`src/rtl/serial_adder_pkg.sv`:
```
// Shared definitions for the bit-serial adder/subtractor: FSM encoding and
// operation-select constants.
package serial_adder_pkg;

  typedef enum logic [1:0] {
    S_IDLE = 2'd0,
    S_RUN  = 2'd1,
    S_DONE = 2'd2
  } state_t;

  localparam logic MODE_ADD = 1'b0;
  localparam logic MODE_SUB = 1'b1;

endpackage

```
`src/rtl/full_adder_cell.sv`:
```
// One-bit full adder; the only arithmetic element of the serial datapath.
module full_adder_cell (
  input  logic a,
  input  logic b,
  input  logic input_carry,
  output logic sum,
  output logic output_carry
);

  always_comb begin
    sum          = a ^ b ^ input_carry;
    output_carry = (a & b) | (a & input_carry) | (b & input_carry);
  end

endmodule

```
`src/rtl/serial_adder_subtractor.sv`:
```
// Bit-serial two's-complement adder/subtractor: one operand bit per clock,
// LSB first, under a start/busy/done handshake.
module serial_adder_subtractor
  import serial_adder_pkg::*;
#(
  parameter int WIDTH = 8
) (
  input  logic             clk,
  input  logic             reset,
  input  logic             start,
  input  logic             mode,
  input  logic [WIDTH-1:0] a,
  input  logic [WIDTH-1:0] b,
  input  logic             input_carry,
  output logic             busy,
  output logic             done,
  output logic [WIDTH-1:0] sum,
  output logic             output_carry,
  output logic             overflow
);

  localparam int CW = (WIDTH > 1) ? $clog2(WIDTH) : 1;

  state_t           state, state_next;
  logic [WIDTH-1:0] a_sr, b_sr, res_sr;
  logic             carry_q;
  logic [CW-1:0]    cnt;
  logic             fa_sum, fa_cout;
  logic             last_bit;
  logic [WIDTH:0]   res_shift;

  full_adder_cell u_fa (
    .a            (a_sr[0]),
    .b            (b_sr[0]),
    .input_carry  (carry_q),
    .sum          (fa_sum),
    .output_carry (fa_cout)
  );

  always_comb begin
    last_bit  = (cnt == CW'(WIDTH - 1));
    res_shift = {fa_sum, res_sr};
  end

  always_ff @(posedge clk or posedge reset) begin
    if (reset) state <= S_IDLE;
    else       state <= state_next;
  end

  always_comb begin
    state_next = state;
    busy       = 1'b0;
    done       = 1'b0;
    case (state)
      S_IDLE: if (start) state_next = S_RUN;
      S_RUN: begin
        busy = 1'b1;
        if (last_bit) state_next = S_DONE;
      end
      S_DONE: begin
        done       = 1'b1;
        state_next = S_IDLE;
      end
      default: state_next = S_IDLE;
    endcase
  end

  // Results are published on the final RUN edge itself, so the pre-update
  // carry_q is the carry into the MSB and no separate register is needed.
  always_ff @(posedge clk or posedge reset) begin
    if (reset) begin
      a_sr         <= '0;
      b_sr         <= '0;
      res_sr       <= '0;
      carry_q      <= 1'b0;
      cnt          <= '0;
      sum          <= '0;
      output_carry <= 1'b0;
      overflow     <= 1'b0;
    end else begin
      case (state)
        S_IDLE: begin
          if (start) begin
            a_sr    <= a;
            b_sr    <= (mode == MODE_SUB) ? ~b : b;
            carry_q <= input_carry ^ (mode == MODE_SUB);
            cnt     <= '0;
          end
        end
        S_RUN: begin
          a_sr    <= a_sr >> 1;
          b_sr    <= b_sr >> 1;
          res_sr  <= res_shift[WIDTH:1];
          carry_q <= fa_cout;
          cnt     <= cnt + CW'(1);
          if (last_bit) begin
            sum          <= res_shift[WIDTH:1];
            output_carry <= fa_cout;
            overflow     <= carry_q ^ fa_cout;
          end
        end
        default: ;
      endcase
    end
  end

endmodule

```
`config.mk`:
```
export PLATFORM = sky130hd
export DESIGN_NAME = serial_adder_subtractor
export DESIGN_NICKNAME = d
export VERILOG_FILES = /design/src/rtl/serial_adder_pkg.sv /design/src/rtl/full_adder_cell.sv /design/src/rtl/serial_adder_subtractor.sv
export SDC_FILE = /design/constraint.sdc
export NUM_CORES = 1
export LEC_CHECK = 0
export CAP_MARGIN = 20
export CORE_UTILIZATION = 25
export DETAILED_ROUTE_END_ITERATION = 8
export PLACE_DENSITY = 0.47
export SYNTH_ARGS = -nofsm -noshare
export SYNTH_HDL_FRONTEND = slang
export SYNTH_SLANG_ARGS = --single-unit
```
`constraint.sdc`:
```
create_clock -name clk -period 2.19 [get_ports clk]
set_input_delay 0.438 -clock clk [delete_from_list [all_inputs] [get_ports clk]]
set_output_delay 0.438 -clock clk [all_outputs]
set_load 0.01 [all_outputs]
```
### Word-level counts from Yosys, hierarchy flattened

Cells that the tools add are included.

* output and inout port bits: 12
* bits in registers: 40
* word-level logic and storage cells: 44
* input port bits: 21

* $add $sub $neg: 1
* muxes and demuxes: 14
* reduce and logical (&&, ||, !) cells: 5
* equality and inequality tests: 5
* bitwise operators: 10

Operators with widths (count)
* case mux 8 bit (2 select lines): 2
* two-way mux 8 bit: 3
* inverter 8 bit: 1
* case mux 3 bit (2 select lines): 1
* AND reduction 2 bit: 3
* two-way mux 2 bit: 2
* != test 2 bit (second input constant): 2
* case mux 2 bit (2 select lines): 1
* XOR 1 bit: 4
* adder 3 x 1 -> 3 bit (second input constant): 1
* bitwise AND 1 bit: 3
* == test 3 bit (second input constant): 1
* two-way mux 1 bit: 3
* two-way mux 3 bit: 1
* == test 2 x 1 -> 1 bit (second input constant): 1
* == test 2 bit (second input constant): 1
* logical NOT 2 bit: 1
* OR 1 bit: 2
* case mux 1 bit (2 select lines): 1
* nonzero test 2 bit: 1

### Depth between registers and ports, before layout

Gate-level depths: netlist of the first run.

* depth after elaboration: 4
* gate-level depth with buffers: 6
* gate-level depth less buffers: 5

### Cells and area by module

From an unflattened synthesis of the first run, not the netlist that was laid out.

* cell total of the unflattened synthesis: 150
* area, all modules: 1757.9 um2

Modules (own cells, without submodules)
* serial_adder_subtractor: area each 1737.9 um2, sequential area each 975.9 um2, instances 1, cells an instance 149
* full_adder_cell: area each 20.0 um2, sequential area each 0.0 um2, instances 1, cells an instance 1

### Least setup slack after synthesis of the first run

Ideal clock, no wire load.

* path type: register to register
* from: reg cnt[0]
* to: reg output_carry
* stages on the path, launching flop included: 6
* setup slack: 0.759 ns
* clock period less this slack: 1.431 ns
* library setup time: 0.125 ns
* arrival time: 1.306 ns
* path buffers: 1
* required time: 2.065 ns
* cells stage by stage: dfrtp_1 ha_1 ha_1 nand3b_4 buf_6 mux2_4

* cells in the longest elaborated chain, start to end: 2

Ends and longest elaborated chain
* start, declared: line serial_adder_subtractor.sv:27 `logic [CW-1:0] cnt;`
* start signal, assigned: line serial_adder_subtractor.sv:95 `cnt <= cnt + CW'(1);`
* == test 3 bit: line serial_adder_subtractor.sv:41 `last_bit = (cnt == CW'(WIDTH - 1));`
* AND reduction 2 bit (no line)
* end signal, assigned: line serial_adder_subtractor.sv:98 `output_carry <= fa_cout;`
* end, declared: line serial_adder_subtractor.sv:18 `output logic output_carry,`

Every way passes these cells.
A chain may end at the register's enable or synchronous reset.

### Final worst setup path of the first run

* from: reg state[0]
* to: out busy

* cells in the longest elaborated chain, start to end: 2

Ends and longest elaborated chain
* start, declared: line serial_adder_subtractor.sv:24 `state_t state, state_next;`
* start signal, assigned: line serial_adder_subtractor.sv:47 `else state <= state_next;`
* == test 2 x 1 -> 1 bit: line serial_adder_subtractor.sv:54 `case (state)`
* two-way mux 1 bit: line serial_adder_subtractor.sv:54
* end, declared: line serial_adder_subtractor.sv:15 `output logic busy,`

Every way passes these cells.

==> impl_metrics.toml, run 1 <==
[status]
status = "completed"

[final_layout]
final_layout_size_suffix_gt1_frac = 0.175
fin_nets = 206
final_cells = 279
n_antenna_cell = 0
mostFrequentLayoutCell = "dfrtp_1"
utilization = 0.340
multi_input_area_um2 = 763
final_cell_mix = "39 x dfrtp_1, 32 x clkdlybuf4s50_1, 24 x nand2_1"
regArea_um2 = 976
fillers = 720
areaGrowthSynthToFinish_pct = 29.2

[yosys]
synthesis.nets = 172
ys_types = 29
netlist_instances = 148
ys_warn_count = 0
synth.cell_area_um2 = 1820
synth-seq-cells = 39
avgSynthCellArea_um2 = 12.3
seq_area_frac_synth = 0.536

[critical_path]
path_max_fanout = 10
cp_num_buf_inv = 1
crit_family = "flip-flops"
crit_type = "reg2out"
critPathArrivalTime_ps = 1560
cpPeakStageDelay_ps = 530
crit_path_top_delay_cell = "dfrtp_1"
cp_cell_sequence = "and2b_4 -> clkdlybuf4s50_1"
startpoint_type = "flip-flop"
required_ps = 1750
cp-end-kind = "primary output"

[routing]
ant_nets = 0
num_vias = 1230
first_pass_iters = 4
drt_wl_total_um = 3610
drt_iter0_drc = 27
drc = 0
wl_per_cell_um = 12.9
viasPerCell = 4.41

[sta]
fmax_mhz = 501
setup_viol = 0
fin_setup_tns_ps = 0
finalCritPeriodShare = 0.912
timing_hold_violations_final = 0
skew_ps = 5.98
fin_crit_ps = 2000
tightest_slew_ps = 511
worst_slack_ps = 192
maxSlewHeadroom = 0.658
rsz0062_at_grt = "no"
slew_viol_final = 0

[cts]
cts-htree-levels = 2
cts_resized = 0
insertion_delay_ps = 290
clkSinkCount = 39
post-cts-setup-buffers = 0
path_clk_slew_ps = 80
cts.path.max_buffers = 2
cts_buffers = 5
hold_buffers = 0
cts_tree = "done"
cts-root-buf = "clkbuf_8"

[die]
start_util = 0.263
fp.coreArea_um2 = 6910
die_x_um = 87.3
io_pins = 33
fp-row-count = 30
die_area_um2 = 7620
die_y_um = 87.3

[min_path]
min_path_type = "reg2reg"

[global_routing]
gr-usage-all-layers = 0.109
grt_pass1_vias = 1288
grt_pass1_wl_um = 6290
grt_remaining_overflow = 0
grt_max_degree = 40
antenna_found_initial = 0

[pwr]
ir_worst_vdd_uv = 335
p_leak_uw = 0.00105
power.density_nw_per_um2 = 1270

[placed_design]
io_buffers = 32
detailedPlace.worstSlack_ps = 476
hpwl_um = 2500
globalplace.congestion = 0.690
dp_cells = 271

[job]
drv_cap = 0
tightest hold or removal path, stage by stage, from the launching register on:
cell and delay (ps):
dfrtp_1 350, nand2_1 50, o21ai_1 60
sequential cells by signal, indices dropped and copies added, names as in the netlist:
register      count
state             2
b_sr              8
overflow          1
carry_q           1
a_sr              8
sum               8
cnt               3
res_sr            7
output_carry      1
cells in the mapped netlist:
cell type,instances,area share
a21oi_1,6,0.017
mux2_1,4,0.025
nor2_2,1,0.0034
o21ai_1,9,0.025
ha_1,2,0.014
nor2b_1,2,0.0069
dfrtp_1,39,0.54
a22o_1,2,0.0096
a32o_1,1,0.0055
nand2_1,24,0.050
o221ai_1,7,0.034
buf_2,6,0.017
a22oi_1,3,0.012
fa_1,1,0.011
buf_6,3,0.019
o211ai_1,1,0.0041
o21bai_1,1,0.0041
inv_1,1,0.0021
inv_2,1,0.0021
nor2_1,1,0.0021
mux2_2,1,0.0062
mux2_4,12,0.099
nand2_2,1,0.0034
nand3b_4,1,0.011
and3b_1,5,0.024
clkbuf_1,1,0.0021
clkbuf_2,1,0.0027
and2b_4,1,0.0055
xnor2_1,10,0.048
through the flow:
stage               cell area, um2  hold WS (ps)  power, uW
detailed placement            2230           475       2410
global placement              2230           469       2360
floorplan                     1820           455       2020
CTS                           2350           493       3040
finish                        2350           491       2990
global route                  2350           518       3210
routing by layer:
metal | global-route usage | wire length [um] | vias to the layer above
met5 | 0 | 0 | -
met1 | 0.142 | 1730 | 611
met4 | 0.0537 | 78 | 0
met3 | 0.0227 | 123 | 6
li1 | - | - | 583
met2 | 0.169 | 1680 | 30
path summary, 6_finish.rpt:
| check | from | endpoint | slack, ps | depth (start not counted) |
|---|---|---|---|---|
| max | state[0] | busy | 190 | 2 |
| max reg2reg | state[0] | sum[6] | 620 | 3 |
| max in group asynchronous | reset | a_sr[1] | 1250 | 3 |
| min in group asynchronous | reset | sum[0] | 580 | 3 |
| min | a_sr[6] | a_sr[6] | 490 | 2 |
| min reg2reg | a_sr[6] | a_sr[6] | 490 | 2 |
final cells by class:
type,count,share of cell area
inverters,2,0.00319
well taps,96,0.0511
repair buffers,38,0.155
multi-input cells,96,0.325
flip-flops and latches,39,0.415
clock inverters,2,0.0149
clock buffers,6,0.0351
kinds of logic (layout without fill, tap and decap cells):
kind of cell | count (synthesis) | count (layout) | share of synthesized area
compound gates | 30 | 30 | 0.111
xor+xnor | 10 | 10 | 0.0481
fa+ha+maj | 3 | 3 | 0.0248
buf+inv | 13 | 48 | 0.0440
flops | 39 | 39 | 0.536
mux | 17 | 17 | 0.130
simple gates | 36 | 36 | 0.106
power by group:
group / leakage [uW] / internal [uW] / switching (uW)
Clock: 0.0000612 / 369 / 253
Sequential: 0.000498 / 1020 / 202
Combinational: 0.000488 / 683 / 460
Total: 0.00105 / 2080 / 914
(Power assumes the default switching activity.)
==> run 2, diff against run 1 <==
--- a/config.mk
+++ b/config.mk
@@ -9,6 +9,7 @@
 export CORE_UTILIZATION = 25
 export DETAILED_ROUTE_END_ITERATION = 8
 export PLACE_DENSITY = 0.47
+export RECOVER_POWER = 50
 export SYNTH_ARGS = -nofsm -noshare
 export SYNTH_HDL_FRONTEND = slang
 export SYNTH_SLANG_ARGS = --single-unit
==> impl_metrics.toml, run 2 (synthesis gave the netlist of run 1 again) <==
[sta]
skew_ps = 5.98
rsz0062_at_grt = "no"
setup_viol = 0
slew_viol_final = 0
fin_setup_tns_ps = 0
finalCritPeriodShare = 0.912
fmax_mhz = 501
whs_ps = 491
worst_slack_ps = 192
tightest_slew_ps = 992
timing_hold_violations_final = 0
fin_crit_ps = 2000
maxSlewHeadroom = 0.339

[routing]
viasPerCell = 4.41
num_vias = 1231
routed.top_layer = "met4"
drc = 0
drt_iter0_drc = 30
drt_wl_total_um = 3610
wl_met1_um = 1740
first_pass_iters = 4
wl_per_cell_um = 12.9
ant_nets = 0
wl_met2_um = 1660
met3WireLength_um = 127

[critical_path]
path_max_fanout = 10
r2r_cells = 3
cp-end-kind = "primary output"
required_ps = 1750
critPathArrivalTime_ps = 1560
critPathLaunch = "state[0]"
crit_type = "reg2out"
r2r_start = "state[0]"
r2r_slack_ps = 430
r2r-end = "res_sr[1]"
startpoint_type = "flip-flop"

[final_layout]
regArea_um2 = 976
fin_nets = 206
utilization = 0.337
areaGrowthSynthToFinish_pct = 28.1
final_cell_mix = "39 x dfrtp_1, 31 x clkdlybuf4s50_1, 25 x nand2_1"
multi_input_area_um2 = 749
fillers = 724
mostFrequentLayoutCell = "dfrtp_1"
largest_registers = "a_sr (8), b_sr (8), sum (8)"
n_antenna_cell = 0
final_layout_size_suffix_gt1_frac = 0.148

[die]
fp-row-count = 30
die_x_um = 87.3
start_util = 0.263
die_area_um2 = 7620
io_pins = 33
die_y_um = 87.3
fp.coreArea_um2 = 6910

[global_routing]
antenna_found_initial = 0
gr-usage-all-layers = 0.109
grt_remaining_overflow = 0
grt_pass1_wl_um = 6290
grt_max_degree = 40
grt_pass1_vias = 1288

[cts]
cts-htree-levels = 2
cts_resized = 0
insertion_delay_ps = 290
cts_tree = "done"
cts.path.max_buffers = 2
clkSinkCount = 39
path_clk_slew_ps = 80
post-cts-setup-buffers = 0
cts-root-buf = "clkbuf_8"
cts_buffers = 5
hold_buffers = 0

[min_path]
worst_hold_startpoint = "a_sr[6]"
min_path_type = "reg2reg"
min_to = "a_sr[6]"
min_path_cells = 2

[status]
status = "completed"

[pwr]
power.density_nw_per_um2 = 1260
ir_worst_vdd_uv = 335
p_leak_uw = 0.00103

[placed_design]
globalplace.congestion = 0.690
io_buffers = 32
detailedPlace.worstSlack_ps = 476
hpwl_um = 2500

[job]
drv_cap = 0
## run 2: layout make-up
class	count	area share
clock buffers	6	0.0354
clock inverters	2	0.0150
inverters	2	0.00322
multi-input cells	96	0.322
flip-flops and latches	39	0.419
well taps	96	0.0516
repair buffers	38	0.154
## run 2: metrics by stage
stage	power, uW	cell area (um2)	std cells
global placement	2360	2230	271
finish	2940	2330	279
CTS	3040	2350	279
detailed placement	2410	2230	271
global route	3150	2330	279
floorplan	2020	1820	148
## run 2: layer usage
layer / track usage / vias up
met5: 0 / -
met4: 0.0537 / 0
met3: 0.0227 / 6
met2: 0.169 / 31
met1: 0.142 / 609
li1: - / 585
## run 2: worst max-delay path by stage
stage / slack (ps) / cells past startpoint / end
after floorplan: 760 / 5 / output_carry
after global placement: 520 / 2 / busy
after detailed placement: 480 / 3 / b_sr[6]
after CTS: 180 / 2 / done
after global routing: 100 / 2 / done
final: 190 / 2 / busy
## run 2: power by group
part           switching [uW]  internal (uW)  total, uW
registers                 198           1020       1220
logic                     457            640       1100
clock network             253            369        621
total                     908           2030       2940
## run 2: critical path, cell delays in order, from the launching register on
cell and delay (ps):
dfrtp_1 530, and2b_4 210, clkdlybuf4s50_1 520
==> run 3, diff against run 2 <==
--- a/config.mk
+++ b/config.mk
@@ -10,6 +10,7 @@
 export DETAILED_ROUTE_END_ITERATION = 8
 export PLACE_DENSITY = 0.47
 export RECOVER_POWER = 50
+export SKIP_LAST_GASP = 1
 export SYNTH_ARGS = -nofsm -noshare
 export SYNTH_HDL_FRONTEND = slang
 export SYNTH_SLANG_ARGS = --single-unit
==> results of run 3 <==
The final DEF is identical to that of run 2; final timing and power are the same.
